File: config.mk
export PLATFORM = sky130hd
export DESIGN_NAME = unified_mem_arbiter
export DESIGN_NICKNAME = d
export VERILOG_FILES = /design/src/rtl/mem_arb_pkg.sv /design/src/rtl/unified_mem_arbiter.sv
export SDC_FILE = /design/constraint.sdc
export NUM_CORES = 1
export LEC_CHECK = 0
export BUFFER_PORTS_ARGS = -buffer_cell sky130_fd_sc_hd__buf_2
export CAP_MARGIN = 5
export CORE_AREA = 4 4 101 127
export CTS_BUF_LIST = sky130_fd_sc_hd__clkbuf_4 sky130_fd_sc_hd__clkbuf_8 sky130_fd_sc_hd__clkbuf_16
export CTS_CLUSTER_SIZE = 30
export DETAILED_ROUTE_END_ITERATION = 8
export DIE_AREA = 0 0 105 131
export PLACE_DENSITY = 0.91
export SYNTH_ARGS = -nofsm -noshare
export SYNTH_HDL_FRONTEND = slang
export SYNTH_SLANG_ARGS = --single-unit
export TNS_END_PERCENT = 50
File: constraint.sdc
create_clock -name clk -period 2.6 [get_ports clk]
set_input_delay 0.26 -clock clk [delete_from_list [all_inputs] [get_ports clk]]
set_output_delay 0.26 -clock clk [all_outputs]
set_load 0.02 [all_outputs]
File: src/rtl/mem_arb_pkg.sv
// -----------------------------------------------------------------------------
// mem_arb_pkg
// Shared types and default widths for the unified instruction/data memory
// arbiter: arbiter state encoding, grant owner encoding and width defaults.
// -----------------------------------------------------------------------------
package mem_arb_pkg;

  localparam int DEF_ADDR_W          = 32;
  localparam int DEF_DATA_W          = 32;
  localparam int DEF_MAX_DATA_STREAK = 4;

  typedef enum logic [1:0] {
    ST_IDLE  = 2'd0,
    ST_FETCH = 2'd1,
    ST_DATA  = 2'd2
  } arb_state_e;

  typedef enum logic {
    OWN_IF = 1'b0,
    OWN_DM = 1'b1
  } owner_e;

endpackage : mem_arb_pkg

File: src/rtl/unified_mem_arbiter.sv
// -----------------------------------------------------------------------------
// unified_mem_arbiter
// Serializes instruction fetches (IF stage, read-only) and data accesses
// (MEM stage, load/store) onto one single-ported memory with a req/ack
// handshake. Data has priority; a streak counter lets a pending fetch in
// after MAX_DATA_STREAK consecutive data grants.
//
// Ports
//   clk, rst          clock (rising edge), synchronous active-low reset
//   if_req/if_addr    fetch request level and address, held until if_done
//   if_cancel         flush of the current fetch (result is dropped)
//   if_done/if_rdata  one-cycle fetch completion, fetched word (held)
//   if_stall          if_req & ~if_done
//   dm_req/dm_we/dm_addr/dm_wdata  data request, held until dm_done
//   dm_done/dm_rdata  one-cycle data completion, load data (held)
//   dm_stall          dm_req & ~dm_done
//   mem_req/mem_we/mem_addr/mem_wdata  memory request, held until mem_ack
//   mem_ack/mem_rdata one-cycle memory completion and read data
// -----------------------------------------------------------------------------
module unified_mem_arbiter
  import mem_arb_pkg::*;
#(
  parameter int ADDR_W          = DEF_ADDR_W,
  parameter int DATA_W          = DEF_DATA_W,
  parameter int MAX_DATA_STREAK = DEF_MAX_DATA_STREAK
) (
  input  logic              clk,
  input  logic              rst,
  input  logic              if_req,
  input  logic [ADDR_W-1:0] if_addr,
  input  logic              if_cancel,
  output logic              if_done,
  output logic [DATA_W-1:0] if_rdata,
  output logic              if_stall,
  input  logic              dm_req,
  input  logic              dm_we,
  input  logic [ADDR_W-1:0] dm_addr,
  input  logic [DATA_W-1:0] dm_wdata,
  output logic              dm_done,
  output logic [DATA_W-1:0] dm_rdata,
  output logic              dm_stall,
  output logic              mem_req,
  output logic              mem_we,
  output logic [ADDR_W-1:0] mem_addr,
  output logic [DATA_W-1:0] mem_wdata,
  input  logic              mem_ack,
  input  logic [DATA_W-1:0] mem_rdata
);

  localparam int                  STREAK_W   = $clog2(MAX_DATA_STREAK + 1);
  localparam logic [STREAK_W-1:0] STREAK_MAX = STREAK_W'(MAX_DATA_STREAK);

  arb_state_e          state_q;
  logic [STREAK_W-1:0] streak_q;
  logic                drop_q;

  logic   fetch_elig;
  logic   data_elig;
  logic   grant_valid;
  owner_e grant_owner;

  // The ~done terms keep a requester that still holds req in its done cycle
  // from being granted a second time for the same access.
  assign fetch_elig = if_req & ~if_done & ~if_cancel;
  assign data_elig  = dm_req & ~dm_done;

  assign if_stall = if_req & ~if_done;
  assign dm_stall = dm_req & ~dm_done;

  always_comb begin
    // NOTE: every always_comb output gets a default first so no latch is inferred.
    grant_valid = 1'b0;
    grant_owner = OWN_IF;
    if (data_elig && (!fetch_elig || streak_q < STREAK_MAX)) begin
      grant_valid = 1'b1;
      grant_owner = OWN_DM;
    end else if (fetch_elig) begin
      grant_valid = 1'b1;
    end
  end

  // NOTE: all state below uses non-blocking assignments so every register
  // samples pre-edge values regardless of statement order.
  always_ff @(posedge clk) begin
    if (!rst) begin
      // NOTE: read-data holding registers are plain flops, so they are reset
      // along with the control state; there is no storage array here.
      state_q   <= ST_IDLE;
      streak_q  <= '0;
      drop_q    <= 1'b0;
      mem_req   <= 1'b0;
      mem_we    <= 1'b0;
      mem_addr  <= '0;
      mem_wdata <= '0;
      if_done   <= 1'b0;
      dm_done   <= 1'b0;
      if_rdata  <= '0;
      dm_rdata  <= '0;
    end else begin
      // Completion flags are single-cycle pulses.
      if_done <= 1'b0;
      dm_done <= 1'b0;

      unique case (state_q)
        ST_IDLE: begin
          if (grant_valid && grant_owner == OWN_DM) begin
            state_q   <= ST_DATA;
            mem_req   <= 1'b1;
            mem_we    <= dm_we;
            mem_addr  <= dm_addr;
            mem_wdata <= dm_wdata;
            // Count only grants that made a waiting fetch wait longer.
            if (!fetch_elig)
              streak_q <= '0;
            else if (streak_q != STREAK_MAX)
              streak_q <= streak_q + STREAK_W'(1);
          end else if (grant_valid) begin
            state_q   <= ST_FETCH;
            mem_req   <= 1'b1;
            mem_we    <= 1'b0;
            mem_addr  <= if_addr;
            mem_wdata <= '0;
            streak_q  <= '0;
          end
        end

        ST_FETCH: begin
          if (if_cancel)
            drop_q <= 1'b1;
          if (mem_ack) begin
            state_q <= ST_IDLE;
            mem_req <= 1'b0;
            mem_we  <= 1'b0;
            drop_q  <= 1'b0;
            // A cancel arriving together with the ack still drops the word.
            if (!drop_q && !if_cancel) begin
              if_rdata <= mem_rdata;
              if_done  <= 1'b1;
            end
          end
        end

        ST_DATA: begin
          if (mem_ack) begin
            state_q <= ST_IDLE;
            mem_req <= 1'b0;
            mem_we  <= 1'b0;
            dm_done <= 1'b1;
            if (!mem_we)
              dm_rdata <= mem_rdata;
          end
        end

        default: state_q <= ST_IDLE;
      endcase
    end
  end

endmodule : unified_mem_arbiter

== Word-level counts from Yosys, hierarchy flattened ==
Cells that the tools add are included.
W data, S select, Z words.

* Register bits: 138
* Input port bits: 135
* Word-level logic and storage cells: 73

* Add/sub/neg operators: 1
* $lt $le $gt $ge: 1
* Equal/unequal tests: 6
* Muxes and demuxes: 26
* Bitwise gates (word level): 7
* Reductions and logical operators: 21

{| class="wikitable"
|+ Operators by type and width
! kind !! count
|-
| $mux W32 || 4
|-
| $reduce_and A3 Y1 || 5
|-
| $mux W1 || 12
|-
| $mux W3 || 4
|-
| $reduce_and A2 Y1 || 4
|-
| $mux W2 || 3
|-
| $ne A3 B3 Y1 const B || 2
|-
| $reduce_bool A2 Y1 || 3
|-
| $not A1 Y1 || 4
|-
| $pmux W1 S2 || 2
|-
| $pmux W2 S2 || 1
|-
| $add A3 B1 Y3 const B || 1
|-
| $and A1 B1 Y1 || 3
|-
| $logic_and A1 B1 Y1 || 3
|-
| $logic_not A1 Y1 || 3
|-
| $lt A3 B3 Y1 const B || 1
|-
| $ne A3 B2 Y1 const B || 1
|-
| $eq A2 B1 Y1 const B || 1
|-
| $eq A2 B2 Y1 const B || 1
|-
| $logic_not A2 Y1 || 1
|-
| $ne A2 B1 Y1 const B || 1
|-
| $reduce_or A2 Y1 || 1
|-
| $logic_or A1 B1 Y1 || 1
|}

== Logic depth before layout (Yosys ltp) ==
Gate-level depths: netlist (run 1).

* Depth after elaboration: 10
* Depth in mapped cells: 9

== Least setup slack after synthesis (run 1) ==
No wires, ideal clock.

* Path type: flip-flop to flip-flop
* Start point: reg state_q[1]
* End point: reg mem_addr[0]
* Setup time: 0.122 ns
* Arrival time: 1.613 ns
* Data required time: 2.478 ns
* Path slack: 0.865 ns
* Cell stages (with the launch flop): 8
* Buffers on the path: 2
* Period minus slack after synthesis: 1.735 ns
* Cells stage by stage: dfxtp_1 inv_1 ha_1 buf_2 and4bb_2 clkbuf_1 or3_1 o311a_1

* Cells in the longest elaborated chain, start to end: 2

{| class="wikitable"
|+ Ends and longest elaborated chain
! what !! RTL line !! source
|-
| start, declared || unified_mem_arbiter.sv:53 || <nowiki>arb_state_e state_q;</nowiki>
|-
| start signal, assigned || unified_mem_arbiter.sv:88 || <nowiki>state_q <= ST_IDLE;</nowiki>
|-
| start signal, assigned || unified_mem_arbiter.sv:107 || <nowiki>state_q <= ST_DATA;</nowiki>
|-
| start signal, assigned || unified_mem_arbiter.sv:118 || <nowiki>state_q <= ST_FETCH;</nowiki>
|-
| $logic_not A2 Y1 || unified_mem_arbiter.sv:104 || <nowiki>unique case (state_q)</nowiki>
|-
| $reduce_and A2 Y1 (no source line) || -- ||
|-
| end signal, assigned || unified_mem_arbiter.sv:110 || <nowiki>mem_addr <= dm_addr;</nowiki>
|-
| end signal, assigned || unified_mem_arbiter.sv:121 || <nowiki>mem_addr <= if_addr;</nowiki>
|-
| end, declared || unified_mem_arbiter.sv:44 || <nowiki>output logic [ADDR_W-1:0] mem_addr,</nowiki>
|}

No other way between the ends.
A chain may end at the register's enable or synchronous reset.

== Worst setup path in the final report (run 1) ==
* Start point: reg state_q[1]
* End point: reg mem_wdata[20]

* Cells in the longest elaborated chain, start to end: 2

{| class="wikitable"
|+ Ends and longest elaborated chain
! what !! RTL line !! source
|-
| $logic_not A2 Y1 || unified_mem_arbiter.sv:104 ||
|-
| $reduce_and A2 Y1 (no source line) || -- ||
|-
| end signal, assigned || unified_mem_arbiter.sv:111 || <nowiki>mem_wdata <= dm_wdata;</nowiki>
|-
| end, declared || unified_mem_arbiter.sv:45 || <nowiki>output logic [DATA_W-1:0] mem_wdata,</nowiki>
|}

No other way between the ends.

==> results of run 1 <==
[critical path, delay by kind of cell (launching register included)]
| kind | cells | cell delay (ns) |
|---|---|---|
| buffers and inverters | 3 | 0.62 |
| DFF | 1 | 0.35 |
| and+or+nand+nor | 2 | 0.39 |
| adders and majority gates | 1 | 0.37 |
| AOI/OAI and AO/OA | 1 | 0.15 |
[final timing paths]
| path | depth (start not counted) | endpoint | slack [ns] |
|---|---|---|---|
| worst max-delay path | 7 | mem_wdata[20] | 0.63 |
| worst min-delay path | 3 | dm_rdata[8] | 0.09 |
| worst max register to register | 7 | mem_wdata[20] | 0.63 |
| worst min register to register | 2 | if_rdata[25] | 0.45 |
[logic make-up after synthesis]
kind of cell / Yosys count / share of synthesized area [%]
flops: 138 / 48.3
compound gates: 170 / 19.6
buf+inv: 76 / 5.55
simple gates: 288 / 24.9
fa+ha+maj: 6 / 1.31
mux: 2 / 0.371
[per-stage QoR]
step / utilization [%] / area (µm²) / setup WS, ns
6_report: 66.8 / 7720 / 0.631
5_1_grt: 66.8 / 7720 / 0.461
4_1_cts: 66.8 / 7720 / 0.641
3_5_place_dp: 61.8 / 7150 / 0.660
3_3_place_gp: 61.8 / 7150 / 0.733
2_1_floorplan: - / 5730 / 0.865
[state kept, by name, indices dropped and copies added (netlist names)]
| signal | count |
|---|---|
| if_done | 1 |
| if_rdata | 32 |
| drop_q | 1 |
| mem_req | 1 |
| dm_done | 1 |
| state_q | 2 |
| mem_addr | 32 |
| dm_rdata | 32 |
| mem_wdata | 32 |
| streak_q | 3 |
| mem_we | 1 |
[layout by cell type (no fill, tap or decap), types with 5 or more instances in the layout]
master     Yosys  routed
nand4_1        5       5
a21oi_1      100     100
nand2_1      131     131
o311a_1       32      32
inv_8          0       5
a21boi_1      32      32
or3_1         32      32
buf_4          1      14
clkbuf_16      0      17
and3_1        33      33
nand3_1       68      68
buf_2         23     268
dfxtp_1      138     138
ha_1           6       6
[per-layer routing]
layer,vias up,wire [µm],GRT usage (%)
met2,285,8750,43.5
met5,-,0,0
li1,2868,-,-
met1,2740,6920,28.7
met3,33,1400,6.88
met4,0,359,9.58
[final cells by class]
class / instances / area share, %
clock buffer: 17 / 5.51
clock inverter: 15 / 1.93
inverter: 6 / 0.292
multi-input combinational: 466 / 34.8
sequential: 138 / 35.8
tap: 138 / 2.24
timing repair buffer: 285 / 19.5
[power groups by stage]
stage          Clock (µW)  Combinational (µW)  Sequential (µW)
6_report             2320                 934             2310
5_1_grt              2460                1020             2330
4_1_cts              2370                 939             2310
3_5_place_dp            0                 934             2360
3_3_place_gp            0                 921             2360
2_1_floorplan           0                 421             2510
==> metrics.txt, run 1 <==
Die Ht=between 100 and 150 µm; ANT cells=0; number of DRC markers in iteration 0=about 350; Die Width=105 µm; Yosys warning count=0; Slew headroom=52.6%; Tcrit/Tclk final=75.7%; vias per cell=5.56; Post-Layout Cell Count=~1100; Logic pwr share=16.8%; Worst Tran Pin Value=0.711 ns; CTS tree=done; hpwl dp=12300 µm; first-pass GRT wire length=27300 µm; total CTS buffers=17; EDFF count, synth=0; DRT Pass-1 Iters=5; part of the power in registers=41.5%; Clock Skew=0.00980 ns; drt wl/cell=16.4 µm; Max clock buf depth=2; setup_tns=0 ns; Synth Register Bits=138; placed insts=1033; number of buffers added on ports=268; Internal=3900 µW; synthesized instance count=680; max_cap viols=0; Reg clk slew, reported paths=0.07 ns; htree depth=4; cells along the critical path=inv_1 -> ha_1 -> and3b_2 -> buf_4 -> buf_4 -> nand3_1 -> a21oi_1; Remaining DRCs=0; leading area contributor after synthesis=dfxtp_1; hold wc startpoint=mem_rdata[8]; sequential share of the synthesized area=48.3%; Final Max Tran Viols=0; Critical Path Source Type=register; switching power=1670 µW; Top-Level Pins=269; syn avg cell area=8.42 µm²; worst path required time=2.94 ns; crit path from=state_q[1]; number of hold buffers added after cts=0; status=finished, final reports clean; Root Driver=clkbuf_16; initial antenna violation count=0; Max Fclk=between 0.5 and 0.6 GHz; maximum number of pins on one net before global-route repair=104; Period minus WS final=around 2.0 ns; WS Path Type=reg2reg; Final #Nets=1055; critical path data arrival time=2.31 ns; Slowest-stage cell, CP=ha_1; Worst IR Drop VDD=0.433 mV; ys async rst share=0%; top area cells in the synthesized netlist=dfxtp_1 (48%), a21oi_1 (8.7%), nand2_1 (8.6%), nand3_1 (5.9%), o311a_1 (5.6%); share of cells above drive strength 1=35.4%; Min-Delay Path Class=in2reg; CP Max Fanout=29; Clock power frac=around two fifths; Synth top area share=48.3%; post-route ant nets=0; worst r2r src=state_q[1]; hold slack final=0.0862 ns; Top FF cell, synth=dfxtp_1; total die area=13800 µm²; cts repair resizes=0; clk_lat worst skew=~0.42 ns; vias in the first global route=5570; area of the multi-input gates=approximately 2700 µm²; Tot GR Track Use=24.7%; most used cell, CP=buf_4; Clock Sinks=138; register area=2760 µm²; std cell rows=44; setup bufs post-CTS=0; Vias=5926; Post-synth top cells=dfxtp_1 (138), nand2_1 (131), a21oi_1 (100); final setup fails=0; Core ar.=11600 µm²; final WL=between 15000 and 20000 µm; Power Dens Cells=721 nW/µm²; CP max stage delay=~0.37 ns; Final Hold Fails=0; grt ovf=0; crit end category=register; total power=5570 µW; Filler Cells Inserted=969; syn_nets=821; Yosys cell types=34; top-count cell post-synth=dfxtp_1; routability cong.=0.773; sw frac=30.0%; RSZ-0062 raised after global routing=no; Starting Density=49.5%; Leakage=0.00367 µW; Synth Cell Area=5730 µm²; area grow syn2layout=34.9%
No activity file was read; power rests on OpenSTA's default activity.
==> run 2: changes to the inputs <==
Settings changed: CORE_AREA 4 4 101 127 to 4 4 110 138, DIE_AREA 0 0 105 131 to 0 0 114 142, PLACE_DENSITY 0.91 to 0.82.
Clock period 2.6 ns to 1.62 ns, I/O delays scaled along.
==> metrics.txt, run 2 (synthesis gave the netlist of run 1 again) <==
first-pass GRT wire length=28500 µm; R2R Setup Slk=0.05 ns; Root Driver=clkbuf_16; DRT Pass-1 Iters=4; post-route ant nets=0; Final Hold Fails=0; Min-Delay Path Class=in2reg; CP max stage delay=0.36 ns; reg2reg path depth=6; crit-path leading delay family=simple AND/OR/NAND/NOR gates; hpwl dp=12000 µm; worst r2r src=state_q[0]; Final #Nets=1107; CTS tree=done; Slowest-stage cell, CP=o311a_1; maximum number of pins on one net before global-route repair=80; end of the critical path=mem_addr[27]; Worst Tran Pin Value=0.468 ns; Post-Layout Cell Count=about 1200; Clock Sinks=138; Die Width=114 µm; Remaining DRCs=0; commonest cells after routing, fill and taps aside=buf_2 (268), dfxtp_1 (136), nand2_1 (131), a21oi_1 (100), nand3_1 (68); crit end category=register; area grow syn2layout=47.8%; Starting Density=about 41%; WS Path Type=reg2reg; setup bufs post-CTS=0; initial antenna violation count=1; Top-Level Pins=269; htree depth=4; reg-to-reg endpoint=mem_addr[27]; crit path from=state_q[0]; number of DRC markers in iteration 0=469; Worst IR Drop VDD=0.716 mV; Tot GR Track Use=21.5%; number of buffers added on ports=268; vias per cell=5.30; max_cap viols=0; final setup fails=0; final WL=18300 µm; cell depth of the worst setup path=6; Reg clk slew, reported paths=0.06 ns; cells along the critical path=inv_2 -> ha_4 -> and4bb_4 -> nor2_2 -> buf_12 -> o311a_1; Power Dens Cells=1100 nW/µm²; Final Max Tran Viols=0; Slew headroom=about 69%; commonest non-fill, non-tap cell in the layout=buf_2; CP Max Fanout=32; total die area=16200 µm²; DP Worst Slack=0.0345 ns; total power=between 9000 and 10000 µW; vias in the first global route=5822; Max clock buf depth=2; clk_lat worst skew=0.41 ns; Clock Skew=around 0.013 ns; Vias=6124; grt ovf=0; Critical Path Source Type=register; CP Buf/Inv Count=2; Core ar.=13800 µm²; status=finished, final reports clean; critical path data arrival time=1.86 ns; share of cells above drive strength 1=35.3%; worst setup margin=between 0.04 and 0.05 ns; drt wl/cell=about 16 µm; worst path required time=between 1.5 and 2 ns; Leakage=0.00398 µW; std cell rows=48; routability cong.=0.820; Period minus WS final=approximately 1.6 ns; placed insts=1081; Max Fclk=approximately 0.64 GHz; Tcrit/Tclk final=97.2%; Die Ht=142 µm; setup_tns=0 ns; total CTS buffers=17
## run 2: worst min path at each step
stage	start	endpoint	cells past startpoint	slack [ns]
after floorplan	mem_ack	drop_q	1	0.26
after global placement	mem_rdata[22]	dm_rdata[22]	3	0.41
after detailed placement	mem_rdata[9]	dm_rdata[9]	3	0.42
after CTS	mem_rdata[24]	dm_rdata[24]	3	0.0002
after global routing	mem_rdata[31]	if_rdata[31]	3	0.02
final	dm_wdata[5]	mem_wdata[5]	3	0.01
## run 2: worst register-to-register path, stage by stage, from the launching register on
cell and delay [ns]:
dfxtp_2 0.32, inv_2 0.09, ha_4 0.15, and4bb_4 0.29, nor2_2 0.07, buf_12 0.16, o311a_1 0.38
## run 2: through the flow
stage	hold slack, ns	instance area [µm²]	util [%]
final	0.0123	8460	61.3
after global routing	0.0176	8460	61.3
after CTS	0.000167	8440	61.1
after detailed placement	0.419	7400	53.6
after global placement	0.415	7400	53.6
after floorplan	0.258	5830	-
## run 2: where the power goes
part	switching (µW)	leakage [µW]	total, µW	internal [µW]
Combinational	932	0.00256	1700	763
Clock	1560	0.000291	3890	2320
Sequential	105	0.00113	3710	3610
## run 2: timing repair
action | 4_1_cts | 5_1_grt
pin swaps | 0 | 1
setup endpoints to repair | 1 | 42
resized for setup | 2 | 6
endpoints found under the hold margin | 53 | 0
hold buffers | 40 | 0
cloned | 1 | 0
## run 2: layer usage
metal	vias to the layer above	track usage (%)	routed length, µm
met5	-	0	0
met4	0	9.44	471
met3	34	5.10	1360
met2	259	36.6	9460
met1	2853	25.7	6950
li1	2978	-	-
## run 2: layout make-up
cell class                 instances  area [µm²]
antenna                            2        5.00
multi-input combinational        466        2710
clock inverter                    14         163
tap                              175         219
fill                            1181        5350
clock buffer                      18         433
sequential                       138        2770
inverter                           6        25.0
timing repair buffer             337        2140
==> run 3: changes to the inputs <==
Settings changed: ABC_AREA set to 1, CORE_AREA 4 4 110 138 to 4 4 109 137, DIE_AREA 0 0 114 142 to 0 0 113 141.
==> metrics.txt, run 3 <==
Yosys cell types=24; Tot GR Track Use=about a fifth; maximum number of pins on one net before global-route repair=between 70 and 80; ANT cells=0; top-count cell post-synth=nor2_1; Top FF cell, synth=dfxtp_1; hpwl dp=11500 µm; Final Hold Fails=0; WS Path Type=reg2out; vias in the first global route=5749; final WL=between 15000 and 20000 µm; Final Max Tran Viols=0; Reg clk slew, reported paths=0.06 ns; status=finished, final reports clean; ys async rst share=0%; setup_tns=0 ns; total CTS buffers=17; Remaining DRCs=0; Clock Sinks=138; Top-Level Pins=between 200 and 300; worst r2r src=state_q[1]; std cell rows=between 40 and 50; Synth top area share=49.2%; syn avg cell area=approximately 7.2 µm²; grt ovf=0; Max clock buf depth=2; Max Fclk=0.661 GHz; Critical Path Source Type=register; max_cap viols=0; Final #Nets=approximately 1200; leading area contributor after synthesis=dfxtp_1; DP Worst Slack=0.0946 ns; crit path from=dm_done; Root Driver=clkbuf_16; final setup fails=0; worst path required time=1.46 ns; clk_lat worst skew=0.40 ns; Die Ht=141 µm; vias per cell=4.72; commonest cells after routing, fill and taps aside=buf_2 (268), nor2_1 (142), nand2_1 (141), dfxtp_1 (137), inv_1 (80); EDFF count, synth=0; Core ar.=13600 µm²; setup bufs post-CTS=0; critical path data arrival time=1.35 ns; RSZ-0062 raised after global routing=no; Filler Cells Inserted=about 1200; CTS tree=done; Slowest-stage cell, CP=dfxtp_1; crit end category=output port; Synth Register Bits=around 140; Power Dens Cells=about 1200 nW/µm²; share of cells above drive strength 1=30.5%; Yosys warning count=0; syn_nets=~900; Vias=5934; Synth Cell Area=5610 µm²; Tcrit/Tclk final=93.4%; first-pass GRT wire length=between 20000 and 30000 µm; post-route ant nets=0; Worst IR Drop VDD=0.670 mV; number of DRC markers in iteration 0=302; hold wc startpoint=dm_wdata[1]; worst setup margin=approximately 0.11 ns; drt wl/cell=roughly 14 µm; Leakage=about 0.0043 µW; htree depth=4; Worst Tran Pin Value=around 0.55 ns; CP Max Fanout=17; Period minus WS final=1.51 ns; total die area=15900 µm²; Min-Delay Path Class=in2reg; DRT Pass-1 Iters=4; commonest non-fill, non-tap cell in the layout=buf_2; sequential share of the synthesized area=approximately 49%; synthesized instance count=775; top area cells in the synthesized netlist=dfxtp_1 (49%), nor2_1 (9.6%), nand2_1 (9.4%), a21oi_1 (6.2%), nand3_1 (6.1%); number of buffers added on ports=roughly 270; Starting Density=a little over 40%; CP max stage delay=0.30 ns; cells along the critical path=inv_1 -> nand2_2 -> inv_4 -> buf_12 -> buf_2; initial antenna violation count=1; Slew headroom=63.2%; Post-synth top cells=nor2_1 (143), nand2_1 (141), dfxtp_1 (138); Clock Skew=0.0123 ns; Die Width=113 µm; area grow syn2layout=47.2%; R2R Setup Slk=0.15 ns; routability cong.=0.865
-- run 3: repair_timing --
item | CTS | global route
endpoints found under the hold margin | 41 | 0
cloned | 0 | 1
gates resized for setup | 2 | 6
pin swaps | 0 | 1
setup endpoints to repair | 1 | 11
hold buffers | 41 | 0
-- run 3: metal layers --
layer,GRT usage [%],routed length [µm]
met5,0,19
met1,23.4,6680
met3,5.75,1470
met2,36.3,8630
met4,9.05,417
-- run 3: power by group --
part / switching [µW] / internal [µW] / leakage [µW]
Combinational: 1100 / 700 / 0.00285
Sequential: 126 / 3650 / 0.00113
Clock: 1490 / 2920 / 0.000325
-- run 3: area by class of cell --
class | instances | area (µm²) | area share [%]
Timing Repair Buffer | 324 | 2000 | 24.2
Multi-Input combinational cell | 505 | 2290 | 27.7
Clock buffer | 18 | 433 | 5.24
Clock inverter | 13 | 240 | 2.91
Sequential cell | 138 | 2760 | 33.5
Tap cell | 175 | 219 | 2.65
Inverter | 84 | 318 | 3.85
-- run 3: path summary, 6_finish.rpt --
path / endpoint / cells past startpoint
worst min-delay path: mem_wdata[1] / 3
worst max register to register: mem_addr[1] / 8
worst min register to register: mem_wdata[27] / 2
worst max-delay path: dm_stall / 5
-- run 3: cells by family (layout without fill, tap and decap cells) --
kind of cell / Yosys count / in the layout / synth area share (%)
buffers and inverters: 132 / 439 / 10.2
AOI/OAI and AO/OA: 136 / 136 / 12.3
and+or+nand+nor: 363 / 363 / 26.9
adders and majority gates: 6 / 6 / 1.34
DFF: 138 / 138 / 49.2
-- run 3: through the flow --
| step | cells | utilization (%) | instance area [µm²] | hold WS, ns | total power, µW |
|---|---|---|---|---|---|
| after global placement | 1184 | 52.3 | 7120 | 0.396 | 5510 |
| after global routing | 1257 | 60.6 | 8260 | 0.00125 | 10500 |
| after floorplan | 775 | - | 5610 | 0.297 | 4920 |
| after detailed placement | 1184 | 52.3 | 7120 | 0.403 | 5550 |
| after CTS | 1256 | 60.3 | 8220 | 0.000269 | 10100 |
| final | 1257 | 60.6 | 8260 | 0.0131 | 9990 |
-- run 3: worst max-delay path, delay by kind of cell, from the launching register on --
kind,cells,cell delay [ns]
buf+inv,4,0.53
flops,1,0.30
simple gates,1,0.11
